[src/rtl/atm_pkg.sv]
// Shared encodings for the ATM session controller: FSM states, operation codes
// and response error codes.
package atm_pkg;

  typedef enum logic [2:0] {
    S_IDLE,
    S_FIND,
    S_GET_PIN,
    S_MENU,
    S_EXEC,
    S_FIND_DEST,
    S_COMMIT,
    S_DONE
  } state_t;

  localparam logic [1:0] OP_BALANCE  = 2'd0;
  localparam logic [1:0] OP_WITHDRAW = 2'd1;
  localparam logic [1:0] OP_DEPOSIT  = 2'd2;
  localparam logic [1:0] OP_TRANSFER = 2'd3;

  localparam logic [2:0] ERR_OK         = 3'd0;
  localparam logic [2:0] ERR_NO_ACCOUNT = 3'd1;
  localparam logic [2:0] ERR_BAD_PIN    = 3'd2;
  localparam logic [2:0] ERR_LOCKED     = 3'd3;
  localparam logic [2:0] ERR_NO_FUNDS   = 3'd4;
  localparam logic [2:0] ERR_OVERFLOW   = 3'd5;
  localparam logic [2:0] ERR_BAD_DEST   = 3'd6;
  localparam logic [2:0] ERR_TIMEOUT    = 3'd7;

endpackage

[src/rtl/atm_account_table.sv]
// Account table: per-entry account/PIN/balance/lock/try registers, a config
// write port, two balance write ports, and a one-entry-per-cycle search engine.
module atm_account_table
  import atm_pkg::*;
#(
  parameter int NUM_ACCOUNTS = 8,
  parameter int ACC_W        = 12,
  parameter int PIN_W        = 4,
  parameter int BAL_W        = 11,
  parameter int TRY_W        = 2,
  localparam int IDX_W       = $clog2(NUM_ACCOUNTS)
) (
  input  logic             clk,
  input  logic             rst,
  input  logic             cfg_we,
  input  logic [IDX_W-1:0] cfg_idx,
  input  logic [ACC_W-1:0] cfg_acc,
  input  logic [PIN_W-1:0] cfg_pin,
  input  logic [BAL_W-1:0] cfg_bal,
  input  logic             search_start,
  input  logic [ACC_W-1:0] search_key,
  output logic             search_found,
  output logic [IDX_W-1:0] search_idx,
  output logic             search_done,
  output logic             search_locked,
  input  logic [IDX_W-1:0] rd_idx,
  output logic [PIN_W-1:0] rd_pin,
  output logic [BAL_W-1:0] rd_bal,
  output logic [TRY_W-1:0] rd_tries,
  input  logic [IDX_W-1:0] dst_idx,
  output logic [BAL_W-1:0] dst_bal,
  input  logic             bal_a_we,
  input  logic [IDX_W-1:0] bal_a_idx,
  input  logic [BAL_W-1:0] bal_a_data,
  input  logic             bal_b_we,
  input  logic [IDX_W-1:0] bal_b_idx,
  input  logic [BAL_W-1:0] bal_b_data,
  input  logic             auth_we,
  input  logic [IDX_W-1:0] auth_idx,
  input  logic [TRY_W-1:0] auth_tries,
  input  logic             auth_lock
);

  logic [ACC_W-1:0] acc_reg   [NUM_ACCOUNTS];
  logic [PIN_W-1:0] pin_reg   [NUM_ACCOUNTS];
  logic [BAL_W-1:0] bal_reg   [NUM_ACCOUNTS];
  logic [TRY_W-1:0] tries_reg [NUM_ACCOUNTS];
  logic             valid_reg [NUM_ACCOUNTS];
  logic             lock_reg  [NUM_ACCOUNTS];

  logic [IDX_W-1:0] scan_idx_reg;
  logic [ACC_W-1:0] key_reg;
  logic             busy_reg;
  logic             hit;
  logic             last;

  genvar gi;
  generate
    for (gi = 0; gi < NUM_ACCOUNTS; gi++) begin : g_entry
      always_ff @(posedge clk) begin
        if (rst) begin
          acc_reg[gi]   <= '0;
          pin_reg[gi]   <= '0;
          bal_reg[gi]   <= '0;
          tries_reg[gi] <= '0;
          valid_reg[gi] <= 1'b0;
          lock_reg[gi]  <= 1'b0;
        end else if (cfg_we && cfg_idx == IDX_W'(gi)) begin
          acc_reg[gi]   <= cfg_acc;
          pin_reg[gi]   <= cfg_pin;
          bal_reg[gi]   <= cfg_bal;
          tries_reg[gi] <= '0;
          valid_reg[gi] <= 1'b1;
          lock_reg[gi]  <= 1'b0;
        end else begin
          // Ports a and b never target the same entry (self-transfer is rejected).
          if (bal_a_we && bal_a_idx == IDX_W'(gi)) bal_reg[gi] <= bal_a_data;
          if (bal_b_we && bal_b_idx == IDX_W'(gi)) bal_reg[gi] <= bal_b_data;
          if (auth_we && auth_idx == IDX_W'(gi)) begin
            tries_reg[gi] <= auth_tries;
            lock_reg[gi]  <= auth_lock;
          end
        end
      end
    end
  endgenerate

  assign hit           = busy_reg && valid_reg[scan_idx_reg] && acc_reg[scan_idx_reg] == key_reg;
  assign last          = scan_idx_reg == IDX_W'(NUM_ACCOUNTS - 1);
  assign search_found  = hit;
  assign search_done   = busy_reg && (hit || last);
  assign search_idx    = scan_idx_reg;
  assign search_locked = lock_reg[scan_idx_reg];

  always_ff @(posedge clk) begin
    if (rst) begin
      busy_reg     <= 1'b0;
      scan_idx_reg <= '0;
      key_reg      <= '0;
    end else if (search_start) begin
      busy_reg     <= 1'b1;
      scan_idx_reg <= '0;
      key_reg      <= search_key;
    end else if (busy_reg) begin
      if (hit || last) busy_reg <= 1'b0;
      else scan_idx_reg <= scan_idx_reg + IDX_W'(1);
    end
  end

  assign rd_pin   = pin_reg[rd_idx];
  assign rd_bal   = bal_reg[rd_idx];
  assign rd_tries = tries_reg[rd_idx];
  assign dst_bal  = bal_reg[dst_idx];

endmodule

[src/rtl/atm_session_ctrl.sv]
// ATM session controller: card lookup, PIN check with lockout, inactivity
// timeout and balance/withdraw/deposit/transfer over a valid/ready channel.
module atm_session_ctrl
  import atm_pkg::*;
#(
  parameter int NUM_ACCOUNTS   = 8,
  parameter int ACC_W          = 12,
  parameter int PIN_W          = 4,
  parameter int BAL_W          = 11,
  parameter int MAX_PIN_TRIES  = 3,
  parameter int TIMEOUT_CYCLES = 1024,
  localparam int IDX_W         = $clog2(NUM_ACCOUNTS)
) (
  input  logic             clk,
  input  logic             rst,
  input  logic             cfg_we,
  input  logic [IDX_W-1:0] cfg_idx,
  input  logic [ACC_W-1:0] cfg_acc,
  input  logic [PIN_W-1:0] cfg_pin,
  input  logic [BAL_W-1:0] cfg_bal,
  input  logic             card_valid,
  input  logic [ACC_W-1:0] acc_num,
  input  logic             pin_valid,
  input  logic [PIN_W-1:0] pin,
  input  logic             op_valid,
  output logic             op_ready,
  input  logic [1:0]       op_code,
  input  logic [BAL_W-1:0] amount,
  input  logic [ACC_W-1:0] dest_acc,
  input  logic             exit,
  output logic             rsp_valid,
  output logic             error,
  output logic [2:0]       err_code,
  output logic [BAL_W-1:0] balance,
  output logic             session_active
);

  localparam int TRY_W = $clog2(MAX_PIN_TRIES + 1);
  localparam int CNT_W = $clog2(TIMEOUT_CYCLES + 1);

  state_t           state_reg, state_next;
  logic [IDX_W-1:0] cur_idx_reg, cur_idx_next, dst_idx_reg, dst_idx_next;
  logic [1:0]       op_reg, op_next;
  logic [BAL_W-1:0] amt_reg, amt_next, balance_reg, balance_next;
  logic [ACC_W-1:0] dest_reg, dest_next;
  logic             exit_pend_reg, exit_pend_next;
  logic [CNT_W-1:0] idle_cnt_reg;
  logic             rsp_valid_reg, rsp_next, error_reg, error_next;
  logic [2:0]       err_code_reg, err_next;

  logic             activity, timeout_hit;
  logic             search_start, search_found, search_done, search_locked;
  logic [ACC_W-1:0] search_key;
  logic [IDX_W-1:0] search_idx, tbl_dst_idx;
  logic [PIN_W-1:0] rd_pin;
  logic [BAL_W-1:0] rd_bal, dst_bal, bal_a_data, bal_b_data;
  logic [TRY_W-1:0] rd_tries, tries_inc, auth_tries;
  logic             bal_a_we, bal_b_we, auth_we, auth_lock;
  logic [BAL_W:0]   dep_sum, dst_sum;

  // COMMIT reads the destination it settled on; FIND_DEST reads the entry under scan.
  assign tbl_dst_idx = (state_reg == S_COMMIT) ? dst_idx_reg : search_idx;

  atm_account_table #(
    .NUM_ACCOUNTS(NUM_ACCOUNTS), .ACC_W(ACC_W), .PIN_W(PIN_W), .BAL_W(BAL_W), .TRY_W(TRY_W)
  ) u_table (
    .clk(clk), .rst(rst),
    .cfg_we(cfg_we && state_reg == S_IDLE), .cfg_idx(cfg_idx),
    .cfg_acc(cfg_acc), .cfg_pin(cfg_pin), .cfg_bal(cfg_bal),
    .search_start(search_start), .search_key(search_key), .search_found(search_found),
    .search_idx(search_idx), .search_done(search_done), .search_locked(search_locked),
    .rd_idx(cur_idx_reg), .rd_pin(rd_pin), .rd_bal(rd_bal), .rd_tries(rd_tries),
    .dst_idx(tbl_dst_idx), .dst_bal(dst_bal),
    .bal_a_we(bal_a_we), .bal_a_idx(cur_idx_reg), .bal_a_data(bal_a_data),
    .bal_b_we(bal_b_we), .bal_b_idx(dst_idx_reg), .bal_b_data(bal_b_data),
    .auth_we(auth_we), .auth_idx(cur_idx_reg), .auth_tries(auth_tries), .auth_lock(auth_lock)
  );

  assign timeout_hit = idle_cnt_reg == CNT_W'(TIMEOUT_CYCLES - 1);

  always_comb begin
    state_next     = state_reg;
    cur_idx_next   = cur_idx_reg;
    dst_idx_next   = dst_idx_reg;
    op_next        = op_reg;
    amt_next       = amt_reg;
    dest_next      = dest_reg;
    exit_pend_next = exit_pend_reg;
    rsp_next       = 1'b0;
    err_next       = err_code_reg;
    balance_next   = balance_reg;
    activity       = 1'b0;
    search_start   = 1'b0;
    search_key     = acc_num;
    dep_sum        = {1'b0, rd_bal} + {1'b0, amt_reg};
    dst_sum        = {1'b0, dst_bal} + {1'b0, amt_reg};
    tries_inc      = rd_tries + TRY_W'(1);
    bal_a_we       = 1'b0;
    bal_a_data     = rd_bal - amt_reg;
    bal_b_we       = 1'b0;
    bal_b_data     = dst_sum[BAL_W-1:0];
    auth_we        = 1'b0;
    auth_tries     = '0;
    auth_lock      = 1'b0;
    if (state_reg inside {S_EXEC, S_FIND_DEST, S_COMMIT} && exit) exit_pend_next = 1'b1;

    case (state_reg)
      S_IDLE: begin
        exit_pend_next = 1'b0;
        if (card_valid) begin
          search_start = 1'b1;
          state_next   = S_FIND;
        end
      end
      S_FIND: begin
        if (search_done) begin
          if (!search_found) begin
            rsp_next = 1'b1; err_next = ERR_NO_ACCOUNT; state_next = S_IDLE;
          end else if (search_locked) begin
            rsp_next = 1'b1; err_next = ERR_LOCKED; state_next = S_IDLE;
          end else begin
            cur_idx_next = search_idx;
            state_next   = S_GET_PIN;
          end
        end
      end
      S_GET_PIN: begin
        if (exit) begin
          state_next = S_DONE;
        end else if (pin_valid) begin
          activity = 1'b1;
          auth_we  = 1'b1;
          if (pin == rd_pin) begin
            state_next = S_MENU;
          end else if (tries_inc >= TRY_W'(MAX_PIN_TRIES)) begin
            auth_tries = tries_inc; auth_lock = 1'b1;
            rsp_next = 1'b1; err_next = ERR_LOCKED; state_next = S_IDLE;
          end else begin
            auth_tries = tries_inc;
            rsp_next = 1'b1; err_next = ERR_BAD_PIN;
          end
        end else if (timeout_hit) begin
          rsp_next = 1'b1; err_next = ERR_TIMEOUT; state_next = S_DONE;
        end
      end
      S_MENU: begin
        if (exit || exit_pend_reg) begin
          state_next = S_DONE;
        end else if (op_valid) begin
          activity   = 1'b1;
          op_next    = op_code;
          amt_next   = amount;
          dest_next  = dest_acc;
          state_next = S_EXEC;
        end else if (timeout_hit) begin
          rsp_next = 1'b1; err_next = ERR_TIMEOUT; state_next = S_DONE;
        end
      end
      S_EXEC: begin
        rsp_next     = 1'b1;
        err_next     = ERR_OK;
        balance_next = rd_bal;
        state_next   = S_MENU;
        case (op_reg)
          OP_WITHDRAW: begin
            if (amt_reg > rd_bal) err_next = ERR_NO_FUNDS;
            else begin bal_a_we = 1'b1; balance_next = bal_a_data; end
          end
          OP_DEPOSIT: begin
            bal_a_data = dep_sum[BAL_W-1:0];
            if (dep_sum[BAL_W]) err_next = ERR_OVERFLOW;
            else begin bal_a_we = 1'b1; balance_next = bal_a_data; end
          end
          OP_TRANSFER: begin
            if (amt_reg > rd_bal) err_next = ERR_NO_FUNDS;
            else begin
              rsp_next = 1'b1 ^ 1'b1; search_start = 1'b1; search_key = dest_reg;
              balance_next = balance_reg; state_next = S_FIND_DEST;
            end
          end
          default: ;
        endcase
      end
      S_FIND_DEST: begin
        if (search_done) begin
          rsp_next = 1'b1; balance_next = rd_bal; state_next = S_MENU;
          if (!search_found || search_idx == cur_idx_reg) err_next = ERR_BAD_DEST;
          else if (dst_sum[BAL_W]) err_next = ERR_OVERFLOW;
          else begin
            rsp_next = 1'b0; balance_next = balance_reg;
            dst_idx_next = search_idx; state_next = S_COMMIT;
          end
        end
      end
      S_COMMIT: begin
        bal_a_we = 1'b1; bal_b_we = 1'b1;
        rsp_next = 1'b1; err_next = ERR_OK; balance_next = bal_a_data;
        state_next = S_MENU;
      end
      S_DONE: begin
        exit_pend_next = 1'b0;
        state_next     = S_IDLE;
      end
      default: state_next = S_IDLE;
    endcase
    error_next = rsp_next ? (err_next != ERR_OK) : error_reg;
  end

  always_ff @(posedge clk) begin
    if (rst) begin
      state_reg     <= S_IDLE;
      cur_idx_reg   <= '0;
      dst_idx_reg   <= '0;
      op_reg        <= '0;
      amt_reg       <= '0;
      dest_reg      <= '0;
      exit_pend_reg <= 1'b0;
      idle_cnt_reg  <= '0;
      rsp_valid_reg <= 1'b0;
      error_reg     <= 1'b0;
      err_code_reg  <= '0;
      balance_reg   <= '0;
    end else begin
      state_reg     <= state_next;
      cur_idx_reg   <= cur_idx_next;
      dst_idx_reg   <= dst_idx_next;
      op_reg        <= op_next;
      amt_reg       <= amt_next;
      dest_reg      <= dest_next;
      exit_pend_reg <= exit_pend_next;
      idle_cnt_reg  <= (state_next != state_reg || activity) ? '0 : idle_cnt_reg + CNT_W'(1);
      rsp_valid_reg <= rsp_next;
      error_reg     <= error_next;
      err_code_reg  <= err_next;
      balance_reg   <= balance_next;
    end
  end

  assign op_ready       = state_reg == S_MENU;
  assign session_active = state_reg inside {S_GET_PIN, S_MENU, S_EXEC};
  assign rsp_valid      = rsp_valid_reg;
  assign error          = error_reg;
  assign err_code       = err_code_reg;
  assign balance        = balance_reg;

endmodule

[config.mk]
export PLATFORM = sky130hd
export DESIGN_NAME = atm_session_ctrl
export DESIGN_NICKNAME = d
export VERILOG_FILES = /design/src/rtl/atm_pkg.sv /design/src/rtl/atm_account_table.sv /design/src/rtl/atm_session_ctrl.sv
export SDC_FILE = /design/constraint.sdc
export NUM_CORES = 1
export LEC_CHECK = 0
export BUFFER_PORTS_ARGS = -buffer_cell sky130_fd_sc_hd__buf_2
export CAP_MARGIN = 20
export CELL_PAD_IN_SITES_DETAIL_PLACEMENT = 1
export CELL_PAD_IN_SITES_GLOBAL_PLACEMENT = 1
export CORE_AREA = 5 5 216 302
export CTS_CLUSTER_DIAMETER = 200
export DETAILED_ROUTE_END_ITERATION = 8
export DIE_AREA = 0 0 221 307
export PLACE_DENSITY = 0.57
export SKIP_CTS_REPAIR_TIMING = 1
export SLEW_MARGIN = 40
export SYNTH_ARGS = -nofsm -noshare
export SYNTH_HDL_FRONTEND = slang
export SYNTH_SLANG_ARGS = --single-unit
export TNS_END_PERCENT = 1
[constraint.sdc]
create_clock -name clk -period 5.67 [get_ports clk]
set_clock_uncertainty 0.05 [all_clocks]
set_input_delay 1.134 -clock clk [delete_from_list [all_inputs] [get_ports clk]]
set_output_delay 1.134 -clock clk [all_outputs]
set_load 0.02 [all_outputs]
==> out/results.ini <==
[die]
die_y_um = 307
fp.dieW_um = 221
fp-row-count = 109
core_um2 = 62500
start_util_pct = 30.4
die_area_um2 = 67800
ios = 96

[min_path]
min_path_cells = 1
hp-class = reg -> reg

[final_layout]
seq_area_um2 = 9120
num_antenna_cells = 0
utilization_pct = 35.2
largest_register_ffs = 96
drive_gt1_share_pct = 16.2
nFillCells = 7119
multiInputGateArea_um2 = 9310
nNetsFinal = 2063
syn_to_final_growth_pct = 15.6

[logic_synthesis]
yosys.area.top_type = edfxtp_1
synth.cell_area_um2 = 19000
synth_ff_type = edfxtp_1
syn_nets = 1983
synth.top_cell.area_share_pct = 39.0
yosysWarnings = 0
ys_seq_area_share_pct = 48.0
avgSynthCellArea_um2 = 10.2
ys_async_sr_fraction_pct = 0
synthCells = 1861
ys_seq_elements = 332
synth_edf_count = 247
ys_types = 74
yosys-top-cells-area = edfxtp_1, dfxtp_1, mux4_2

[detailed_routing]
ant_nets = 0
via_count = 15280
drt_wl_total_um = 73100
routed_via_density = 5.46
wire_per_inst_um = 26.1
dr.pass1.iters = 5
drtIter0Drc = 914
drc = 0

[clocking]
root_buffer = clkbuf_16
cts_tree = yes
clkLatencyLatePin_ns = 0.57
cts-htree-levels = 2
cts_num_sinks = 332
clkSlewWorstSetupHoldPaths_ns = 0.07
cts_buffer_depth = 3
numCtsBuffers = 37

[critical_path]
arrival_ns = 5.38
critPathLaunchType = register
cpMostUsedCell = a21oi_1
endpoint_kind = register
path_max_fanout = 23
rr_worst_depth = 12
critPathMaxStageDelay_ns = 0.78
crit_path_top_delay_cell = dfxtp_2
worstPathCellList = mux4_2, mux2_2, ha_1, nand2b_1, a21oi_1, o211ai_1, a311o_1, and3_1, a21oi_1, o21a_1, nor3_1, nand3b_1
crit_required_ns = 5.71
worstSetupPathType = reg -> reg

[run]
cap_violations = 0

[timing]
relSlewSlack_pct = 43.4
rsz0062_at_grt = false
setup_viol_count_final = 0
setup_tns_ns = 0
drv_slew = 0
period_share_pct = 94.2
min_period_ns = 5.34
max_clock_freq_mhz = 187
worstMarginPinSlew_ns = 0.848
hold_viol = 0

[grt]
grt_first_pass_wirelength_um = 108000
overflow = 0
antenna_found_initial = 1
gr-usage-all-layers_pct = 20.8
grt_pass1_vias = 16567
grt_max_degree = 48

[place]
port_buffers = 95
hpwl_um = 53800
place_congestion = 0.876

[power_and_ir_drop]
power_leakage_nw = 8.12
peakVddDrop_uv = 224
p_total_mw = 5.93
powerDensity_nw_per_um2 = 270

[outcome]
outcome = complete, no violations

-- power by group --
group | leakage (nW) | internal (mW) | switching [mW]
registers | 3.25 | 2.71 | 0.0611
logic | 4.28 | 0.199 | 0.433
clock network | 0.592 | 1.46 | 1.06
total | 8.12 | 4.37 | 1.56
-- metrics by stage --
stage                     std cells  setup slack (ns)  hold slack (ns)  area, um2
after floorplan                1861             0.324            0.380      19000
after global placement         2731             0.123            0.393      20600
after detailed placement       2732             0.154            0.403      20700
after CTS                      2798            0.0988            0.413      21900
after global routing           2800             0.155            0.424      22000
final                          2800             0.328            0.411      22000
-- cells in the mapped netlist (6+ instances only) --
cell type / instances
a221oi_1: 18
a21o_1: 10
clkbuf_1: 93
xor2_1: 21
nand2_1: 243
nand2b_1: 11
o22ai_1: 8
o31ai_1: 6
mux2i_1: 66
xnor2_1: 29
a211oi_1: 16
mux2_2: 25
and3_1: 6
nor2b_1: 12
a22oi_1: 89
nor3_1: 36
nand4_1: 10
inv_1: 55
and2_1: 135
a21oi_1: 116
mux4_1: 9
a31oi_1: 8
a311oi_1: 10
buf_2: 7
nor2_1: 152
buf_1: 16
edfxtp_1: 247
ha_1: 41
dfxtp_1: 85
mux4_2: 43
o21ai_0: 62
nand3_1: 77
-- cells in the final DEF, fill, tap and decap left out, types with 5 or more instances in the layout --
cell type / synthesis / routed
edfxtp_1: 247 / 247
mux2i_1: 66 / 65
and3_1: 6 / 6
nor2_1: 152 / 147
a221oi_1: 18 / 18
nand4_1: 10 / 10
nor2b_1: 12 / 12
buf_2: 7 / 94
a21oi_1: 116 / 116
inv_1: 55 / 54
and2_1: 135 / 134
nand3_1: 77 / 74
buf_4: 5 / 70
a21o_1: 10 / 10
dfxtp_1: 85 / 82
mux4_1: 9 / 9
o22ai_1: 8 / 8
nor2_2: 1 / 5
a211oi_1: 16 / 16
a22oi_1: 89 / 89
bufinv_16: 0 / 5
o21ai_0: 62 / 62
or3_1: 5 / 5
clkbuf_16: 0 / 38
nor3_1: 36 / 32
mux2_2: 25 / 25
nand2b_1: 11 / 11
clkbuf_1: 93 / 6
a31oi_1: 8 / 8
xor2_1: 21 / 21
o31ai_1: 6 / 6
o211ai_1: 5 / 5
mux4_2: 43 / 43
xnor2_1: 29 / 25
a311oi_1: 10 / 10
nand3b_1: 5 / 5
clkinv_1: 2 / 11
nand2_1: 243 / 243
ha_1: 41 / 41
-- cell type report --
type | count | area share [%]
well taps | 832 | 4.74
clock inverters | 22 | 1.21
multi-input cells | 1346 | 42.4
clock buffers | 44 | 4.43
repair buffers | 167 | 4.77
inverters | 57 | 0.974
flip-flops and latches | 332 | 41.5
-- per-layer routing --
layer,GRT usage (%),wire (um),vias up,share of wire [%]
met4,10.2,3870,2,5.3
met3,2.53,2490,165,3.4
met1,23.1,27700,7767,38
met5,0,13,-,0.018
li1,-,-,6981,-
met2,39.3,39000,365,53
-- worst max-delay path: cells and delay by family (launching register included) --
family                     cells  cell delay (ns)
adders and majority gates      1             0.49
and+or+nand+nor                4             1.24
muxes                          2             0.76
DFF                            1             0.78
AOI/OAI and AO/OA              5             1.48
-- cell families after synthesis --
kind of cell    after synthesis  share of synthesized area [%]
buf+inv                     183                           4.05
xor+xnor                     50                           2.30
compound gates              391                           13.4
mux                         143                           11.3
simple gates                718                           18.0
flops                       332                           48.0
fa+ha+maj                    44                           3.01
-- final timing paths --
kind                        start                     to  slack (ns)
setup / recovery         register  u_table.bal_reg[4][2]        0.33
hold / removal    idle_cnt_reg[0]        idle_cnt_reg[0]        0.41
setup reg to reg         register  u_table.bal_reg[4][2]        0.33
hold reg to reg   idle_cnt_reg[0]        idle_cnt_reg[0]        0.41
Power figures use the tool's default switching activity.
